==> src/rtl/int_sequencer.sv <==
// Interrupt entry/exit sequencer: edge-detects irq, drains the front end, pushes the return context, fetches the ISR vector and redirects fetch.
// Build option INT_SAVE_FLAGS_EN adds a third push carrying the flags word.
module int_sequencer #(
   parameter int            W            = 16,
   parameter int            PC_W         = 32,
   parameter int            DRAIN_CYCLES = 4,
   parameter logic [W-1:0]  VEC_ADDR     = 16'h0002
) (
   input  logic             clk,
   input  logic             rst,
   input  logic             irq,
   input  logic             hold,
   input  logic [PC_W-1:0]  pc_next,
   input  logic [2:0]       flags,
   input  logic [W-1:0]     sp,
   input  logic             rti,
   input  logic             mem_ready,
   input  logic [W-1:0]     mem_rdata,
   output logic             stall_fetch,
   output logic             inject_nop,
   output logic             mem_req,
   output logic             mem_we,
   output logic [W-1:0]     mem_addr,
   output logic [W-1:0]     mem_wdata,
   output logic             sp_dec,
   output logic             pc_load,
   output logic [PC_W-1:0]  pc_target,
   output logic             in_isr
);

   localparam int              CNT_W    = (DRAIN_CYCLES > 1) ? $clog2(DRAIN_CYCLES) : 1;
   localparam logic [CNT_W-1:0] CNT_LAST = CNT_W'(DRAIN_CYCLES - 1);

   typedef enum logic [3:0] {
      IDLE, PENDING, DRAIN, PUSH_H, PUSH_L, PUSH_F, VEC_H, VEC_L, LOAD, ISR
   } state_t;

   state_t            state;
   logic              irq_q;
   logic              armed;
   logic              pend;
   logic [CNT_W-1:0]  cnt;
   logic [PC_W-1:0]   pc_cap;
   logic [W-1:0]      sp_cap;
   logic              irq_edge;

`ifdef INT_SAVE_FLAGS_EN
   logic [2:0]        flags_cap;
`else
   logic              unused_flags;
   assign unused_flags = ^flags;
`endif

   // armed blocks a level that was already high across reset from looking like a fresh edge
   assign irq_edge = irq & ~irq_q & armed;
   assign sp_dec   = mem_req & mem_we & mem_ready;

   always_ff @(posedge clk or negedge rst) begin
      if (!rst) begin
         state       <= IDLE;
         irq_q       <= 1'b0;
         armed       <= 1'b0;
         pend        <= 1'b0;
         cnt         <= '0;
         pc_cap      <= '0;
         sp_cap      <= '0;
`ifdef INT_SAVE_FLAGS_EN
         flags_cap   <= '0;
`endif
         stall_fetch <= 1'b0;
         inject_nop  <= 1'b0;
         mem_req     <= 1'b0;
         mem_we      <= 1'b0;
         mem_addr    <= '0;
         mem_wdata   <= '0;
         pc_load     <= 1'b0;
         pc_target   <= '0;
         in_isr      <= 1'b0;
      end else begin
         irq_q <= irq;
         armed <= 1'b1;

         if (irq_edge && state != IDLE && state != PENDING)
            pend <= 1'b1;

         case (state)
            IDLE: begin
               if (irq_edge || pend)
                  state <= PENDING;
            end

            PENDING: begin
               if (!hold) begin
                  state       <= DRAIN;
                  pc_cap      <= pc_next;
                  sp_cap      <= sp;
`ifdef INT_SAVE_FLAGS_EN
                  flags_cap   <= flags;
`endif
                  pend        <= 1'b0;
                  cnt         <= '0;
                  stall_fetch <= 1'b1;
                  inject_nop  <= 1'b1;
               end
            end

            DRAIN: begin
               cnt <= cnt + CNT_W'(1);
               if (cnt == CNT_LAST) begin
                  state      <= PUSH_H;
                  inject_nop <= 1'b0;
                  mem_req    <= 1'b1;
                  mem_we     <= 1'b1;
                  mem_addr   <= sp_cap;
                  mem_wdata  <= pc_cap[PC_W-1:W];
               end
            end

            PUSH_H: begin
               if (mem_ready) begin
                  state     <= PUSH_L;
                  mem_addr  <= sp_cap - W'(1);
                  mem_wdata <= pc_cap[W-1:0];
               end
            end

            PUSH_L: begin
               if (mem_ready) begin
`ifdef INT_SAVE_FLAGS_EN
                  state     <= PUSH_F;
                  mem_addr  <= sp_cap - W'(2);
                  mem_wdata <= {{(W-3){1'b0}}, flags_cap};
`else
                  state     <= VEC_H;
                  mem_we    <= 1'b0;
                  mem_addr  <= VEC_ADDR;
                  mem_wdata <= '0;
`endif
               end
            end

            PUSH_F: begin
               if (mem_ready) begin
                  state     <= VEC_H;
                  mem_we    <= 1'b0;
                  mem_addr  <= VEC_ADDR;
                  mem_wdata <= '0;
               end
            end

            VEC_H: begin
               if (mem_ready) begin
                  state                <= VEC_L;
                  pc_target[PC_W-1:W]  <= mem_rdata;
                  mem_addr             <= VEC_ADDR + W'(1);
               end
            end

            VEC_L: begin
               if (mem_ready) begin
                  state            <= LOAD;
                  pc_target[W-1:0] <= mem_rdata;
                  mem_req          <= 1'b0;
                  mem_addr         <= '0;
                  stall_fetch      <= 1'b0;
                  pc_load          <= 1'b1;
               end
            end

            LOAD: begin
               state   <= ISR;
               pc_load <= 1'b0;
               in_isr  <= 1'b1;
            end

            ISR: begin
               if (rti) begin
                  state  <= IDLE;
                  in_isr <= 1'b0;
               end
            end

            default: state <= IDLE;
         endcase
      end
   end

   a_req_stable: assert property (@(posedge clk) disable iff (!rst)
      (mem_req && !mem_ready) |=> ($stable(mem_addr) && $stable(mem_wdata) && $stable(mem_we) && mem_req));

   a_load_pulse: assert property (@(posedge clk) disable iff (!rst)
      pc_load |=> !pc_load);

   a_nop_in_stall: assert property (@(posedge clk) disable iff (!rst)
      inject_nop |-> stall_fetch);

endmodule
==> config.mk <==
export PLATFORM = sky130hd
export DESIGN_NAME = int_sequencer
export DESIGN_NICKNAME = d
export VERILOG_FILES = /design/src/rtl/int_sequencer.sv
export SDC_FILE = /design/constraint.sdc
export NUM_CORES = 1
export LEC_CHECK = 0
export CAP_MARGIN = 10
export CORE_AREA = 10 10 126 128
export CTS_CLUSTER_DIAMETER = 150
export DETAILED_ROUTE_END_ITERATION = 10
export DIE_AREA = 0 0 136 138
export PLACE_DENSITY_LB_ADDON = 0.3
export RECOVER_POWER = 100
export SLEW_MARGIN = 5
export SYNTH_ARGS = -nofsm -noshare
export SYNTH_HDL_FRONTEND = slang
export SYNTH_SLANG_ARGS = --single-unit
==> constraint.sdc <==
create_clock -name clk -period 2.22 [get_ports clk]
set_input_delay 0.333 -clock clk [delete_from_list [all_inputs] [get_ports clk]]
set_output_delay 0.333 -clock clk [all_outputs]
set_load 0.005 [all_outputs]
==> flow_summary.toml, run 1 <==
[global_routing]
grt_max_degree = 39
grt_first_pass_wirelength_um = 22600
grtUsageTotal_pct = 15.0
grt_antenna_before_repair = 0
grt-ovfl-total = 0
grt_pass1_vias = 4369

[clocking]
clkSinkCount = 127
clk_latency_ns = 0.41
path_clk_slew_ns = 0.05
root_buffer = "clkbuf_16"
cts_buffers = 17
htreeDepth = 4
cts_buffer_depth = 2
cts_tree = "done"

[setup_path]
cpLargestDelayFamily = "buffers and inverters"
critPathMaxFanout = 8
worst_ep_required_time_ns = 1.89
cp_cell_sequence = "dlygate4sd3_1, and3_1, clkdlybuf4s50_1"
worst_path_largest_cell_delay_ns = 0.73
path_class = "input port to output pin"
critPathSlowestCell = "dlygate4sd3_1"
crit_cells = 3
cp.arrival_ns = 1.78
end_kind = "output pin"
timing.critical_path.buf_inv = 2
cp-start-kind = "input port"
r2r_cells = 5

[power_and_ir_drop]
powerDensity_mw_per_mm2 = 1460
p_leak_nw = 3.28
ir_worst_vdd_mv = 0.815
power_mw = 11.2

[worst_hold_path]
hp-class = "flop to flop"
hold_path_depth = 2

[sta]
setup_viol = 0
maxSlewViolCount = 0
worst_pin_slew_ns = 0.878
setup_slack_ns = 0.107
fmax_mhz = 473
relSlewSlack_pct = 41.5
fin_setup_tns_ns = 0
rsz0062_at_grt = "false"
hold_viol_final = 0
finalCriticalPeriod_ns = 2.11
fin_skew_ns = 0.00681
post-route-period-util_pct = 95.2

[cells_and_area]
drive_gt1_share_pct = 22.7
mostFrequentLayoutCells = "127 x dfrtp_1, 82 x mux2_2, 73 x dlygate4sd3_1"
final_util_pct = 56.7
finalNetCount = 672
antenna_cells = 0
fillCellCount = 1127
area_growth_pct = 42.1
layout_commonest_cell = "dfrtp_1"
seq_area_mm2 = 0.00318
multi_input_comb_area_mm2 = 0.00207

[detailed_routing]
remaining_drc_errors = 0
drtIter0Drc = 230
wirelength_um = 14100
detail_route.wl_per_cell_um = 17.9
vias = 4133
vias_per_cell = 5.24
postRouteAntennaNets = 0
drt_pass1_iterations = 5

[floorplan]
coreArea_mm2 = 0.0135
dieArea_mm2 = 0.0188
io_pins = 144
die_w_um = 136
initial_core_util_pct = 39.9
fp.dieH_um = 138
rows = 43

[synthesis]
yosysUniqueCellTypes = 44
ys_seq_elements = 127
netlist_area_mm2 = 0.00539
seq_area_frac_synth_pct = 58.9
async_flop_share_pct = 100
syn-num-nets = 519
netlist_instances = 444
synthFlopType = "dfrtp_1"
synth_edf_count = 0
synth_area_per_cell_um2 = 12.1
synth_warnings = 0

[place]
pre_cts_slack_ns = 0.119
dp_hpwl_um = 10000
numPortBuffers = 140
place_congestion = 0.824

[status]
status = "complete, no violations"

[flow_run]
maxCapViolCount = 0
[where the power goes]
part           leakage, nW  internal, mW  switching (mW)  total (mW)
Sequential            1.54          3.44           0.683        4.12
Combinational         1.46          2.33            1.94        4.27
Clock                0.277          1.81           0.999        2.81
Total                 3.28          7.58            3.62        11.2
[synth_stat cells (3+ instances only)]
master / n / area (um^2)
nor2_1: 31 / 116
a31oi_1: 10 / 62.6
mux2_2: 82 / 923
dfrtp_1: 127 / 3180
o311ai_0: 8 / 70.1
o21ai_0: 28 / 140
a22oi_1: 17 / 128
nor3_1: 5 / 25.0
nand2b_1: 3 / 18.8
a21oi_1: 13 / 65.1
buf_2: 8 / 40.0
nor2b_1: 3 / 18.8
clkbuf_1: 18 / 67.6
inv_1: 9 / 33.8
nand3_1: 6 / 30.0
nand2_1: 35 / 131
[stage by stage]
stage,cell area (um^2),hold slack [ns],instances
2_1_floorplan,5390,0.0374,444
3_3_place_gp,7140,0.302,757
3_5_place_dp,7140,0.298,757
4_1_cts,7740,0.389,789
5_1_grt,7660,0.500,789
6_report,7660,0.471,789
[state kept, by name, indices dropped and copies added (netlist names)]
signal       count
irq_q            1
pc_target       32
cnt              2
pc_cap          32
mem_wdata       16
pend             1
pc_load          1
mem_req          1
stall_fetch      1
state            4
armed            1
in_isr           1
mem_we           1
sp_cap          16
mem_addr        16
inject_nop       1
[worst min-delay path, cell delays in order (launching register included)]
cell,delay (ns)
dfrtp_1,0.33
nand2_1,0.04
o21ai_0,0.06
[timing repair]
item	CTS	global route
setup buffers	0	0
hold buffers	1	0
hold endpoints to repair	26	0
resized for setup	0	1
setup endpoints to repair	0	1
[path summary, 6_finish.rpt]
| path | from | to | slack [ns] |
|---|---|---|---|
| max in group asynchronous | rst | sp_cap[3] | 0.40 |
| worst min-delay path | mem_wdata[5] | mem_wdata[5] | 0.47 |
| worst min register to register | mem_wdata[5] | mem_wdata[5] | 0.47 |
| min in group asynchronous | rst | state[1] | 0.51 |
| worst max register to register | sp_cap[10] | mem_addr[15] | 0.14 |
| worst max-delay path | mem_ready | sp_dec | 0.11 |
[area by class of cell]
type,count,share of cell area (%)
Timing Repair Buffer,162,20.3
Tap cell,180,2.94
Inverter,9,0.441
Clock buffer,21,6.01
Multi-Input combinational cell,280,27.0
Clock inverter,10,1.80
Sequential cell,127,41.5
[per-layer routing]
layer	part of all wire, %	vias to the layer above	global-route usage (%)
li1	-	1915	-
met1	39	2068	16.8
met2	49	135	24.0
met3	11	15	8.48
met4	1.0	0	4.43
met5	0	-	0
[kinds of logic (layout without fill, tap and decap cells)]
logic type / Yosys count / after routing / share of synthesized area, %
multiplexers: 84 / 84 / 17.5
XOR/XNOR: 1 / 1 / 0.162
AO/OA/AOI/OAI: 90 / 90 / 10.9
adder cells (fa/ha/maj): 2 / 2 / 0.464
buffers and inverters: 37 / 202 / 2.90
other: 1 / 1 / 0.0695
AND/OR/NAND/NOR: 102 / 102 / 9.12
flip-flops: 127 / 127 / 58.9
No activity file was read; power rests on OpenSTA's default activity.
==> run 2: changes to the inputs <==
--- a/config.mk
+++ b/config.mk
@@ -10,6 +10,7 @@
 export CTS_CLUSTER_DIAMETER = 150
 export DETAILED_ROUTE_END_ITERATION = 10
 export DIE_AREA = 0 0 136 138
+export DONT_BUFFER_PORTS = 1
 export PLACE_DENSITY_LB_ADDON = 0.3
 export RECOVER_POWER = 100
 export SLEW_MARGIN = 5
==> run 2 against run 1 <==
Compared with the run above:
- first-iteration DRC count decreased by 20%
- the run now ends with negative hold slack left
- utilization decreased by 11 points
- combinational power decreased by 30%
- setup slack got worse by 0.0081 ns
- critical path type is now flop to flop
- highest routed layer is now met5
==> flow_summary.toml, run 2 (same netlist as run 1, synthesis figures left out) <==
[sta]
fmax_mhz = 471
finalCriticalPeriod_ns = 2.12
fin_skew_ns = 0.00686
worst_pin_slew_ns = 0.812
hold_viol_final = 127
setup_slack_ns = 0.0986
rsz0062_at_grt = "false"
post-route-period-util_pct = 95.6
setup_viol = 0
relSlewSlack_pct = 45.2
hold_slack_ns = -0.378
maxSlewViolCount = 0
fin_setup_tns_ns = 0

[place]
dp_hpwl_um = 8820
pre_cts_slack_ns = 0.129
place_congestion = 0.770
numPortBuffers = 0
place_area_mm2 = 0.00567

[status]
failed_checks = "negative hold slack"
status = "finished, violations left"

[detailed_routing]
vias = 3550
remaining_drc_errors = 0
vias_per_cell = 5.46
drtIter0Drc = 183
detail_route.wl_per_cell_um = 19.4
drt_pass1_iterations = 4
wirelength_um = 12600
postRouteAntennaNets = 0

[setup_path]
critPathMaxFanout = 4
cp.arrival_ns = 2.40
cp-start-kind = "flop"
worst_ep_required_time_ns = 2.50
end_kind = "flop"
path_class = "flop to flop"
startpoint = "sp_cap[10]"
r2r_start = "sp_cap[10]"

[power_and_ir_drop]
powerDensity_mw_per_mm2 = 1600
power_mw = 9.99
p_leak_nw = 2.66
ir_worst_vdd_mv = 0.664

[global_routing]
grt-ovfl-total = 0
grt_pass1_vias = 3661
grt_antenna_before_repair = 4
grt_max_degree = 128
grtUsageTotal_pct = 13.5
grt_first_pass_wirelength_um = 19800

[cells_and_area]
area_growth_pct = 15.6
layout_commonest_cell = "dfrtp_1"
finalNetCount = 529
drive_gt1_share_pct = 28.3
largestRegisters = "pc_cap (32), pc_target (32)"
final_util_pct = 46.2
mostFrequentLayoutCells = "127 x dfrtp_1, 82 x mux2_2, 35 x nand2_1"
finalInstanceArea_mm2 = 0.00624

[clocking]
post_cts_buffers = 0
clk_latency_ns = 0.41
clkSinkCount = 127
hold_buffers = 1
path_clk_slew_ns = 0.06
root_buffer = "clkbuf_16"
cts_tree = "done"
cts_buffers = 17
cts-resized-gates = 0
cts_buffer_depth = 2
htreeDepth = 4

[flow_run]
maxCapViolCount = 0

[floorplan]
die_w_um = 136
initial_core_util_pct = 39.9
io_pins = 144
coreArea_mm2 = 0.0135
fp.dieH_um = 138
dieArea_mm2 = 0.0188
rows = 43

[worst_hold_path]
hp-class = "input port to asynchronous set/reset pin"
-- run 2: cell count changes in the layout (fill, tap and decap cells not counted), sizes merged --
cell,change
clkbuf,-9
diode,+4
dlygate4sd3,-72
buf,+6
clkdlybuf4s50,-67
bufinv,-1
-- run 2: cell type report --
type	instances	area, um^2
Clock buffer	22	464
Multi-Input combinational cell	280	2050
Timing Repair Buffer	19	161
Antenna cell	4	10.0
Clock inverter	9	111
Tap cell	180	225
Sequential cell	127	3180
Inverter	9	33.8
Fill cell	1246	7270
-- run 2: worst max-delay path, stage by stage, from the launching register on --
cell	delay [ns]
dfrtp_1	0.40
or4_1	0.59
or3_4	0.38
or4_4	0.43
nand4_1	0.10
o221ai_1	0.11
-- run 2: report_power, final --
group	internal, mW	switching, mW
registers	3.45	0.875
clock network	1.70	0.968
logic	1.50	1.50
-- run 2: layer usage --
layer	vias up	track usage [%]	part of all wire, %
met3	18	9.67	14
met1	1768	14.2	38
met2	128	20.9	48
met5	-	0	0.14
li1	1634	-	-
met4	2	4.54	1.1
-- run 2: worst paths after layout --
kind / end / cells past startpoint / slack [ns]
max: mem_addr[15] / 5 / 0.1
min: state[2] / 0 / -0.38
max reg2reg: mem_addr[15] / 5 / 0.1
min reg2reg: cnt[0] / 1 / 0.50
max in group asynchronous: pc_cap[29] / 0 / 2.44
min in group clk: pc_target[11] / 1 / 0.07
-- run 2: metrics by stage --
stage	hold WS, ns	instances
2_1_floorplan	0.0374	444
6_report	-0.378	650
3_5_place_dp	0.0441	614
3_3_place_gp	0.0444	614
5_1_grt	-0.414	648
4_1_cts	-0.410	646
